--- src/rtl/xprog_dma.sv ---
// DMA initiator for the program memory DMA port.
// Loads words from an inbound stream or dumps memory to an outbound stream.
module xprog_dma #(
    parameter int DATA_W = 32,
    parameter int ADDR_W = 10
) (
    input  logic              clk,
    input  logic              rst,
    input  logic              start,
    input  logic              dir,
    input  logic [ADDR_W-1:0] base_addr,
    input  logic [ADDR_W:0]   len,
    output logic              busy,
    output logic              done,
    input  logic              s_valid,
    input  logic [DATA_W-1:0] s_data,
    output logic              s_ready,
    output logic              m_valid,
    output logic [DATA_W-1:0] m_data,
    input  logic              m_ready,
    input  logic              ctrl_sel,
    output logic              dma_sel,
    output logic              dma_we,
    output logic [ADDR_W-1:0] dma_addr,
    output logic [DATA_W-1:0] dma_data_in,
    input  logic [DATA_W-1:0] dma_data_out
);

    typedef enum logic [2:0] {
        S_IDLE,
        S_LOAD,
        S_RD,
        S_RW,
        S_OUT,
        S_FIN
    } state_t;

    localparam logic [ADDR_W-1:0] ADDR_ONE = ADDR_W'(1);
    localparam logic [ADDR_W:0]   REM_ONE  = (ADDR_W + 1)'(1);
    localparam logic [ADDR_W:0]   REM_ZERO = '0;

    state_t              state_q, state_d;
    logic [ADDR_W-1:0]   addr_q, addr_d;
    logic [ADDR_W:0]     rem_q, rem_d;
    logic [DATA_W-1:0]   rdata_q, rdata_d;

    always_ff @(posedge clk or posedge rst) begin
        if (rst) begin
            state_q <= S_IDLE;
            addr_q  <= '0;
            rem_q   <= '0;
            rdata_q <= '0;
        end else begin
            state_q <= state_d;
            addr_q  <= addr_d;
            rem_q   <= rem_d;
            rdata_q <= rdata_d;
        end
    end

    // Memory-side outputs are gated to zero outside an actual access.
    always_comb begin
        state_d     = state_q;
        addr_d      = addr_q;
        rem_d       = rem_q;
        rdata_d     = rdata_q;
        busy        = 1'b0;
        done        = 1'b0;
        s_ready     = 1'b0;
        m_valid     = 1'b0;
        m_data      = '0;
        dma_sel     = 1'b0;
        dma_we      = 1'b0;
        dma_addr    = '0;
        dma_data_in = '0;

        unique case (state_q)
            S_IDLE: begin
                if (start) begin
                    if (len != REM_ZERO) begin
                        addr_d  = base_addr;
                        rem_d   = len;
                        state_d = dir ? S_RD : S_LOAD;
                    end else begin
                        state_d = S_FIN;
                    end
                end
            end
            S_LOAD: begin
                busy    = 1'b1;
                s_ready = ~ctrl_sel;
                if (s_valid && !ctrl_sel) begin
                    dma_sel     = 1'b1;
                    dma_we      = 1'b1;
                    dma_addr    = addr_q;
                    dma_data_in = s_data;
                    addr_d      = addr_q + ADDR_ONE;
                    rem_d       = rem_q - REM_ONE;
                    if (rem_q == REM_ONE) begin
                        state_d = S_FIN;
                    end
                end
            end
            S_RD: begin
                busy = 1'b1;
                if (!ctrl_sel) begin
                    dma_sel  = 1'b1;
                    dma_addr = addr_q;
                    state_d  = S_RW;
                end
            end
            S_RW: begin
                busy    = 1'b1;
                rdata_d = dma_data_out;
                addr_d  = addr_q + ADDR_ONE;
                rem_d   = rem_q - REM_ONE;
                state_d = S_OUT;
            end
            S_OUT: begin
                busy    = 1'b1;
                m_valid = 1'b1;
                m_data  = rdata_q;
                if (m_ready) begin
                    state_d = (rem_q == REM_ZERO) ? S_FIN : S_RD;
                end
            end
            S_FIN: begin
                done    = 1'b1;
                state_d = S_IDLE;
            end
            default: begin
                state_d = S_IDLE;
            end
        endcase
    end

endmodule

--- config.mk ---
export PLATFORM = sky130hd
export DESIGN_NAME = xprog_dma
export DESIGN_NICKNAME = d
export VERILOG_FILES = /design/src/rtl/xprog_dma.sv
export SDC_FILE = /design/constraint.sdc
export NUM_CORES = 1
export LEC_CHECK = 0
export CELL_PAD_IN_SITES_DETAIL_PLACEMENT = 1
export CELL_PAD_IN_SITES_GLOBAL_PLACEMENT = 1
export CORE_UTILIZATION = 29
export DETAILED_ROUTE_END_ITERATION = 7
export PLACE_DENSITY = 0.82
export SLEW_MARGIN = 20
export SYNTH_ARGS = -nofsm -noshare
export SYNTH_HDL_FRONTEND = slang
export SYNTH_SLANG_ARGS = --single-unit
export TNS_END_PERCENT = 5
--- constraint.sdc ---
create_clock -name clk -period 1.9 [get_ports clk]
set_input_delay 0.38 -clock clk [delete_from_list [all_inputs] [get_ports clk]]
set_output_delay 0.38 -clock clk [all_outputs]
set_load 0.02 [all_outputs]
## Word level (Yosys, flattened, before mapping)

Cells that the tools add are included.

- Bits in registers: 56
- Bits of input ports: 92
- Word-level logic and storage cells: 59
- Output and inout bits: 80

- Muxes and demuxes: 31
- Add/subtract/negate cells: 2
- Equality and inequality tests: 12
- Reductions and logical operators: 9
- Bitwise logic cells: 1

Operators by type and width:

| cell | number |
|---|---|
| 32-bit 2-to-1 mux | 3 |
| 10-bit 2-to-1 mux | 5 |
| 11-bit 2-to-1 mux | 3 |
| 11-bit one-hot mux with 3 select lines | 1 |
| 10-bit one-hot mux with 3 select lines | 1 |
| 3-bit 2-to-1 mux | 7 |
| 10-bit one-hot mux with 2 select lines | 1 |
| 3-bit one-hot mux with 5 select lines | 1 |
| 2-bit inequality test, second input constant | 6 |
| 11-bit by 1-bit equality test with 1-bit output, second input constant | 1 |
| 11-bit zero test | 1 |
| 11-bit nonzero test | 1 |
| 11-bit by 1-bit subtractor with 11-bit output, second input constant | 1 |
| 10-bit by 1-bit adder with 10-bit output, second input constant | 1 |
| 1-bit 2-to-1 mux | 7 |
| 3-bit by 2-bit equality test with 1-bit output, second input constant | 2 |
| 3-bit equality test, second input constant | 2 |
| 5-bit AND reduction | 1 |
| 4-bit AND reduction | 1 |
| 4-bit OR reduction | 1 |
| 3-bit by 1-bit equality test with 1-bit output, second input constant | 1 |
| 3-bit zero test | 1 |
| 3-bit nonzero test | 1 |
| 2-bit 2-to-1 mux | 1 |
| other kinds (4) | 4 |

## Logic depth before layout (Yosys ltp)

- Depth after elaboration: 4
- Gate-level depth with buffers: 7

## Worst setup path after synthesis

Ideal clock, no wire load.

- Path kind: register -> output
- From: register state_q[1]
- To: output dma_addr[0]
- Arrival: 1.492 ns
- Required time: 1.520 ns
- Setup slack: 0.028 ns
- Path buffers: 2
- Stages on the path, launching flop included: 7
- Cell sequence: dfrtp_1 > buf_6 > and2b_1 > nand2_1 > a211oi_1 > buf_2 > and2_1

- Word-level cells in the longest chain between the ends: 2
- Elaborated cells on any way between the ends: 3
- Classes of those cells: 2 x eq/ne; 1 x mux

RTL lines:

| item | RTL line | source |
|---|---|---|
| start: declaration | 42 | `state_t state_q, state_d;` |
| start signal: assignment | 54 | `state_q <= state_d;` |
| 3-bit by 2-bit equality test with 1-bit output / 3-bit by 1-bit equality test with 1-bit output (equally long branches) | 77 | `unique case (state_q)` |
| 10-bit one-hot mux with 2 select lines * | 77 |  |
| end: declaration | 24 | `output logic [ADDR_W-1:0] dma_addr,` |

Every way passes the cells marked *; elsewhere a longest branch is shown, timed or not.

## Worst setup path after layout

- From: register state_q[1]
- To: output dma_addr[1]

The elaborated chain is that of the path after synthesis.

==> results.yml <==
sta:
  slew_headroom_pct: 69.6
  hold_viol_final: 0
  min_period_ns: 2.17
  fin_crit_sh_pct: 114
  worst_slack_ns: -0.274
  drv_slew: 0
  worst_slew_pin_slew_ns: 0.451
  fmax_mhz: 460
  setup_viol: 43
  rsz0062_at_grt: "yes"
  tns_ns: -9.90
  skew_ns: 0.0102
cells_and_area:
  final_util_pct: 51.3
  drive_gt1_share_pct: 35.6
  diodes: 0
  num-nets-final: 642
  stdcell_count: 688
  area_delta_synth_final_pct: 68.5
job:
  drv_cap: 0
floorplan:
  core_area_mm2: 0.0111
  fp.dieArea_mm2: 0.0121
  row_count: 38
  fp.dieW_um: 110
  pin_count: 172
  die_height_um: 110
  start_util_pct: 30.4
route:
  postRouteAntennaNets: 0
  drt_iter0_markers: 131
  drcViolationCount: 0
  dr.pass1.iters: 4
  vias_per_cell: 5.01
  wl_mm: 11.8
  num_vias: 3448
  routedWlPerCell_um: 17.1
pwr:
  p_leak_nw: 2.68
  power_mw: 7.10
  powerDensity_mw_per_mm2: 1250
  ir_drop_mv: 0.582
clocking:
  clockBufferDepth: 2
  clk_latency_ns: 0.29
  cts_hold_buf: 0
  cts_buffers: 5
  cts_max_level: 2
  cts_root_buf: "clkbuf_16"
  clk_transition_reported_paths_ns: 0.07
  cts.sinks: 56
  cts_tree: "done"
yosys:
  synthSimpleGateAreaFrac_pct: 25.4
  synth.distinct_cells: 50
  synth_seq_cells: 56
  synthTopCellsByArea: "dfrtp_1 42%, and3_1 12%, mux2_2 9.7%"
  yosys.area.top_type: "dfrtp_1"
  syn_nets: 455
  synthArstFlopShare_pct: 100
  synth_top_family_by_area: "simple AND/OR/NAND/NOR gates"
  yosys_warnings: 0
  synth_compound_area_share_pct: 14.5
  synth_mux_area_share_pct: 11.6
  synthXorXnorAreaFrac_pct: 0.520
  ys_seq_area_share_pct: 41.6
  synth_enable_flop_cells: 0
  synth_area_mm2: 0.00337
  ys.flop_type: "dfrtp_1"
  postSynthAreaPerCell_um2: 9.36
  synth_top_area_share_pct: 41.6
  syn_inst: 360
  yosys.area_share.adder_pct: 1.11
setup_path:
  critPathMaxFanout: 5
  reg2reg_setup_slack_ns: 0.07
  path_class: "reg -> out"
  cp.buffers_inverters: 2
  crit_chain: "and2b_1 -> nand2_2 -> a211oi_4 -> buf_6 -> and2_4 -> buf_6"
  slowest_delay_ns: 0.39
  critPathLaunch: "state_q[1]"
  cpLargestDelayFamily: "simple AND/OR/NAND/NOR gates"
  worstSetupPathDepth: 6
  arrival_ns: 1.79
  r2r-end: "rem_q[7]"
  startpoint_type: "flop"
  slowest_stage: "dfrtp_1"
  cp.required_ns: 1.52
  reg2regPathDepth: 7
  endpoint: "dma_addr[1]"
  end_kind: "output pin"
  rr_startpoint: "state_q[1]"
  crit_top_cell: "buf_6"
place:
  place_hpwl_mm: 8.66
  placed_cells: 677
  dp_slack_ns: -0.719
  port_buffers: 171
  globalplace.congestion: 0.754
grt:
  grt_antenna_before_repair: 0
  grt.overflow.total: 0
  grt_max_degree: 57
  grt_pass1_vias: 3669
  grt_usage_pct: 19.5
  grt_pass1_wl_mm: 18.6
worst_hold_path:
  hp-class: "in -> async"
run_status:
  outcome: "finished with violations"
  violations: "negative setup slack"
## cells by family after synthesis
kind of cell	after synthesis
xor gates and xnor gates	2
DFF	56
AOI/OAI and AO/OA	76
buffers and inverters	36
adders and majority gates	3
and+or+nand+nor	152
muxes	35
## report_power, final
group          leakage (nW)  switching [mW]  internal (mW)
sequential            0.652           0.460           1.79
combinational          1.95            2.00           1.89
clock                0.0748           0.457          0.502
## synth_stat cells, types with 6 or more instances
| master | instances |
|---|---|
| nand2_1 | 25 |
| buf_2 | 11 |
| a21oi_1 | 25 |
| clkbuf_1 | 14 |
| and2_1 | 10 |
| inv_1 | 6 |
| nor3_1 | 6 |
| o21ai_1 | 7 |
| o22ai_1 | 6 |
| dfrtp_1 | 56 |
| nand3_1 | 7 |
| and3_1 | 64 |
| nor2_1 | 16 |
| mux2_2 | 29 |
| o21ai_0 | 12 |
## area by class of cell
class                   count  area, µm²
fillers                  1267       5400
well taps                 140        175
clock buffers               5        125
repair buffers            210       2010
inverters                   6       22.5
clock inverters             3       26.3
multi-input cells         268       1920
flip-flops and latches     56       1400
## worst min-delay path by stage
stage	endpoint
CTS	rdata_q[7]
global placement	rdata_q[3]
detailed placement	rdata_q[11]
floorplan	rdata_q[11]
finish	addr_q[3]
global route	rdata_q[7]
## per-stage QoR
stage	instance area (µm²)	hold slack (ns)
2_1_floorplan	3370	0.456
3_5_place_dp	5450	0.475
4_1_cts	5460	0.478
3_3_place_gp	5450	0.470
5_1_grt	5680	0.492
6_report	5680	0.468
## routing by layer
metal | part of all wire, % | up-vias | track usage [%]
met5 | 0 | - | 0
met4 | 0.30 | 0 | 1.52
met3 | 5.6 | 4 | 5.04
met2 | 51 | 96 | 35.4
met1 | 43 | 1668 | 24.0
li1 | - | 1680 | -
## worst min-delay path: cells and delay by family
| family | cells | cell delay (ns) |
|---|---|---|
| buffers and inverters | 3 | 0.77 |
## sequential cells by signal, indices dropped and copies added, names as in the netlist
signal / count
rem_q: 11
state_q: 3
addr_q: 10
rdata_q: 32
## layout by cell type, fill, tap and decap left out, types with 10 or more instances in the layout
master / synthesis / final
dfrtp_1: 56 / 55
nand2_1: 25 / 23
a21oi_1: 25 / 24
clkdlybuf4s50_1: 0 / 83
buf_2: 11 / 22
nor2_1: 16 / 16
and3_4: 0 / 10
buf_4: 2 / 45
mux2_2: 29 / 29
buf_6: 3 / 44
and3_1: 64 / 54
## timing repair
| action | CTS | global route |
|---|---|---|
| gates resized for setup | 395 | 73 |
| endpoints found under the setup margin | 100 | 96 |
| gates cloned | 2 | 0 |
| pin swaps | 8 | 5 |
| setup buffers | 0 | 1 |
No activity file was read; power rests on OpenSTA's default activity.
